### config.mk
export PLATFORM = sky130hd
export DESIGN_NAME = control_unit
export DESIGN_NICKNAME = d
export VERILOG_FILES = /design/src/rtl/control_pkg.sv /design/src/rtl/control_unit_ir_decode.sv /design/src/rtl/control_unit.sv
export SDC_FILE = /design/constraint.sdc
export NUM_CORES = 1
export LEC_CHECK = 0
export ABC_AREA = 0
export BUFFER_PORTS_ARGS = -buffer_cell sky130_fd_sc_hd__clkbuf_2
export CAP_MARGIN = 40
export CORE_MARGIN = 2
export CORE_UTILIZATION = 29
export DETAILED_ROUTE_END_ITERATION = 6
export GPL_ROUTABILITY_DRIVEN = 0
export GPL_TIMING_DRIVEN = 0
export MAX_ROUTING_LAYER = met4
export PLACE_DENSITY = 0.67
export RECOVER_POWER = 25
export SLEW_MARGIN = 15
export SYNTH_ARGS = -nofsm -noshare
export SYNTH_HDL_FRONTEND = slang
export SYNTH_SLANG_ARGS = --single-unit
### constraint.sdc
create_clock -name Clock -period 4.1 [get_ports Clock]
set_input_delay 0.41 -clock Clock [delete_from_list [all_inputs] [get_ports Clock]]
set_output_delay 0.41 -clock Clock [all_outputs]
set_load 0.02 [all_outputs]
### src/rtl/control_pkg.sv
// Shared types and constants for the instruction control unit.
// Optional macro CONTROL_UNIT_SUB_EN adds the Sub instruction.
package control_pkg;

  typedef enum logic [3:0] {
    S_INIT,
    S_FETCH,
    S_DECODE,
    S_NOOP,
    S_LOADA,
    S_LOADB,
    S_STORE,
    S_ADD,
    S_HALT
`ifdef CONTROL_UNIT_SUB_EN
    , S_SUB
`endif
  } state_t;

  localparam logic [3:0] NOOP  = 4'h0;
  localparam logic [3:0] STORE = 4'h1;
  localparam logic [3:0] LOAD  = 4'h2;
  localparam logic [3:0] ADD   = 4'h3;
  localparam logic [3:0] SUB   = 4'h4;
  localparam logic [3:0] HALT  = 4'h5;

  localparam logic [2:0] ALU_PASS = 3'b000;
  localparam logic [2:0] ALU_ADD  = 3'b001;
  localparam logic [2:0] ALU_SUB  = 3'b010;

endpackage

### src/rtl/control_unit_ir_decode.sv
// Operand field extraction from the 16-bit instruction word.
// Pure wiring; the FSM picks which fields to drive out.
module ir_decode (
  input  logic [15:0] IR,
  output logic [3:0]  op,
  output logic [3:0]  ra,
  output logic [3:0]  rb,
  output logic [3:0]  wa,
  output logic [7:0]  ld_addr,
  output logic [7:0]  st_addr
);

  assign op      = IR[15:12];
  assign ra      = IR[11:8];
  assign rb      = IR[7:4];
  assign wa      = IR[3:0];
  assign ld_addr = IR[11:4];
  assign st_addr = IR[7:0];

endmodule

### src/rtl/control_unit.sv
// Moore control FSM: fetch/decode/execute sequencing for the datapath.
// Define CONTROL_UNIT_SUB_EN to decode opcode 0100 as Sub.
module control_unit
  import control_pkg::*;
(
  input  logic        Clock,
  input  logic        Reset,
  input  logic [15:0] IR,
  output logic        PC_clr,
  output logic        PC_up,
  output logic        IR_ld,
  output logic [7:0]  D_addr,
  output logic        D_wr,
  output logic        RFSelect,
  output logic        RF_W_en,
  output logic [3:0]  RF_W_addr,
  output logic [3:0]  RF_Ra_addr,
  output logic [3:0]  RF_Rb_addr,
  output logic [2:0]  ALUSelect
);

  state_t     state;
  logic [3:0] op;
  logic [3:0] ra;
  logic [3:0] rb;
  logic [3:0] wa;
  logic [7:0] ld_addr;
  logic [7:0] st_addr;

  ir_decode u_dec (
    .IR      (IR),
    .op      (op),
    .ra      (ra),
    .rb      (rb),
    .wa      (wa),
    .ld_addr (ld_addr),
    .st_addr (st_addr)
  );

  always_ff @(posedge Clock or posedge Reset) begin
    if (Reset) begin
      state <= S_INIT;
    end else begin
      unique case (state)
        S_INIT:   state <= S_FETCH;
        S_FETCH:  state <= S_DECODE;
        S_DECODE: begin
          case (op)
            NOOP:    state <= S_NOOP;
            STORE:   state <= S_STORE;
            LOAD:    state <= S_LOADA;
            ADD:     state <= S_ADD;
`ifdef CONTROL_UNIT_SUB_EN
            SUB:     state <= S_SUB;
`endif
            HALT:    state <= S_HALT;
            default: state <= S_NOOP;
          endcase
        end
        S_NOOP:   state <= S_FETCH;
        S_LOADA:  state <= S_LOADB;
        S_LOADB:  state <= S_FETCH;
        S_STORE:  state <= S_FETCH;
        S_ADD:    state <= S_FETCH;
`ifdef CONTROL_UNIT_SUB_EN
        S_SUB:    state <= S_FETCH;
`endif
        S_HALT:   state <= S_HALT;
        default:  state <= S_INIT;
      endcase
    end
  end

  // Outputs follow state directly so reset clears them without a clock.
  always_comb begin
    PC_clr     = 1'b0;
    PC_up      = 1'b0;
    IR_ld      = 1'b0;
    D_addr     = 8'h00;
    D_wr       = 1'b0;
    RFSelect   = 1'b0;
    RF_W_en    = 1'b0;
    RF_W_addr  = 4'h0;
    RF_Ra_addr = 4'h0;
    RF_Rb_addr = 4'h0;
    ALUSelect  = ALU_PASS;
    case (state)
      S_INIT:  PC_clr = 1'b1;
      S_FETCH: begin
        PC_up = 1'b1;
        IR_ld = 1'b1;
      end
      S_LOADA: begin
        D_addr   = ld_addr;
        RFSelect = 1'b1;
      end
      S_LOADB: begin
        D_addr    = ld_addr;
        RFSelect  = 1'b1;
        RF_W_en   = 1'b1;
        RF_W_addr = wa;
      end
      S_STORE: begin
        RF_Ra_addr = ra;
        D_addr     = st_addr;
        D_wr       = 1'b1;
      end
      S_ADD: begin
        RF_Ra_addr = ra;
        RF_Rb_addr = rb;
        RF_W_addr  = wa;
        RF_W_en    = 1'b1;
        ALUSelect  = ALU_ADD;
      end
`ifdef CONTROL_UNIT_SUB_EN
      S_SUB: begin
        RF_Ra_addr = ra;
        RF_Rb_addr = rb;
        RF_W_addr  = wa;
        RF_W_en    = 1'b1;
        ALUSelect  = ALU_SUB;
      end
`endif
      default: ;
    endcase
  end

endmodule

==> run summary <==
status -> completed
worst setup path class -> flop to output pin
PortBufs -> 44
max-cap check violation count -> 0
Vias/cell -> 4.57
Yosys reg bits -> 4
RSZ-0062 raised after global routing -> false
Final Cycle Share -> 0.521
Synth top cells by count -> a22o_1 (8), and2_1 (5), nor2_1 (5)
sequential element share of the synthesized area -> 0.193
final core area utilization -> 0.466
DRT antenna net count -> 0
CP bufs+invs -> 2
DRT iter0 DRCs -> 7
clk sinks -> 4
die width -> 46.3 um
drt first pass iters -> 4
Critical Path Source Type -> flop
worst stage delay on the critical path -> 0.54 ns
Ys Warns -> 0
most frequent cell after synthesis -> a22o_1
FP Rows -> 15
Clock Path Buffers -> 2
initial antenna violation count -> 0
asr flop ratio synth -> 1.00
via count -> 621
Hold/Removal Path Class -> input pin to async pin
CP cell instances -> clkbuf_1, nor3b_2, a22o_1, clkbuf_2
Syn Inst Count -> 63
I/O Pins -> 47
Worst VDD drop -> 0.159 mV
synthesized area -> 519 um^2
Setup crit end kind -> output pin
placed cells -> 133
final WL -> 1.36 mm
Period minus WS final -> 2.14 ns
Post-synth EDFFs -> 0
CTS tree -> done
H-tree depth -> 1
Ant. Diodes -> 0
overall power -> 0.000287 W
post-synthesis cell type count -> 26
fmax -> 468 MHz
measured slew at the worst slew-check pin -> 0.560 ns
dpl hpwl -> 1.13 mm
Clk pin slew, worst setup/hold paths -> 0.04 ns
Design Area, Final -> 796 um^2
largest net degree at the start of global routing -> 11
ys flop type -> dfrtp_1
# setup viols final -> 0
post-synthesis average cell area -> 8.24 um^2
die area -> 0.00215 mm^2
Tot GR Track Use -> 0.124
postcts setup bufs -> 0
final hold vios -> 0
wire per inst -> 9.96 um
Final Max Tran Viols -> 0
Slew headroom -> 0.625
final non-filler cell total -> 136
Root Driver -> clkbuf_4
Largest Register -> state
CP Max Fanout -> 10
# resized after CTS -> 0
Starting Density -> 0.304
share of cells above drive strength 1 -> 0.577
Top Registers -> state: 4 flops
worst r2r src -> state[1]
post-synth top area share -> 0.193
setup TNS -> 0 ns
number of global-route vias before repair -> 434
global-route wire length before repair -> 1.79 mm
Data required, critical path -> 3.69 ns
global route total overflow -> 0
CP Launch Point -> state[1]
post-synth top area cell -> dfrtp_1
LEAKAGE -> 0.461 nW
nets -> 131
crit path DAT -> 1.73 ns
DRC violations left -> 0
pwr dens -> 361 mW/mm^2
CP top delay family -> simple AND/OR/NAND/NOR gates
CTS Hold Bufs -> 0
worst clock skew -> 0.00107 ns
CP max-delay cell -> nor3b_2
Die Y -> 46.3 um
synth top area cells -> dfrtp_1 (19%), a22o_1 (13%), buf_6 (6.5%), and2_1 (6.0%), and2_2 (5.8%)
flip-flop count of the largest register after layout -> 4
clock latency on the worst-skew pair -> 0.23 ns
Core Footprint -> 0.00171 mm^2
Synth-to-Final Area Change -> 53.3%
CTS buffer count -> 3
placed inst area -> 774 um^2
-- final cells by class --
class / instances / area (um^2)
fill: 177 / 912
multi-input combinational: 49 / 345
timing repair buffer: 44 / 220
sequential: 4 / 100
buffer: 9 / 68.8
tap: 25 / 31.3
clock buffer: 3 / 22.5
inverter: 2 / 7.51
-- logic make-up (layout without fill, tap and decap cells) --
family	after synthesis	in the layout	share of synthesized area
other cells	1	2	0.00722
simple gates	32	32	0.422
buf+inv	11	58	0.149
flops	4	4	0.193
compound gates	15	15	0.229
-- through the flow --
stage / hold slack, ns / worst slack, ns
finish: 0.0307 / 1.96
global route: 0.0433 / 1.85
CTS: 0.0274 / 2.01
detailed placement: 0.280 / 2.27
global placement: 0.276 / 2.31
floorplan: 0.176 / 2.27
-- final timing paths --
path                        endpoint  slack (ns)  cells after the start
max reg2reg                 state[2]        2.77                      4
max                        D_addr[3]        1.96                      4
min reg2reg                 state[2]        0.56                      2
min in group Clock          state[2]        0.48                      4
max in group asynchronous   state[0]        3.92                      2
min                         state[3]        0.03                      2
-- layer usage --
metal | part of all wire | routed length [um] | vias to the layer above | GRT usage
met1 | 0.40 | 542 | 264 | 0.122
met2 | 0.48 | 650 | 39 | 0.222
met4 | 0 | 0 | 0 | 0.0686
met5 | 0 | 0 | - | -
li1 | - | - | 318 | -
met3 | 0.12 | 162 | 0 | 0.0275
-- power breakdown --
part,switching (W),leakage [nW],internal (W)
sequential,0.00000862,0.0502,0.0000514
combinational,0.000107,0.397,0.0000707
clock,0.0000162,0.0138,0.0000328
-- placed cells by master (no fill, tap or decap) --
cell type / instances
clkbuf_2: 44
a22o_1: 8
nor2_1: 5
and2_1: 5
and2_2: 4
and3_2: 4
dfrtp_1: 4
buf_6: 3
and3b_1: 3
nand2b_1: 3
buf_4: 3
clkbuf_4: 3
clkbuf_1: 2
nor3_1: 2
nor2b_1: 2
o21ai_0: 2
inv_1: 2
conb_1: 2
nor2b_4: 1
buf_2: 1
nor4_1: 1
a31oi_1: 1
nor3b_2: 1
or3b_1: 1
a221oi_1: 1
a311oi_1: 1
o211ai_1: 1
a211oi_1: 1
(Power assumes the default switching activity.)
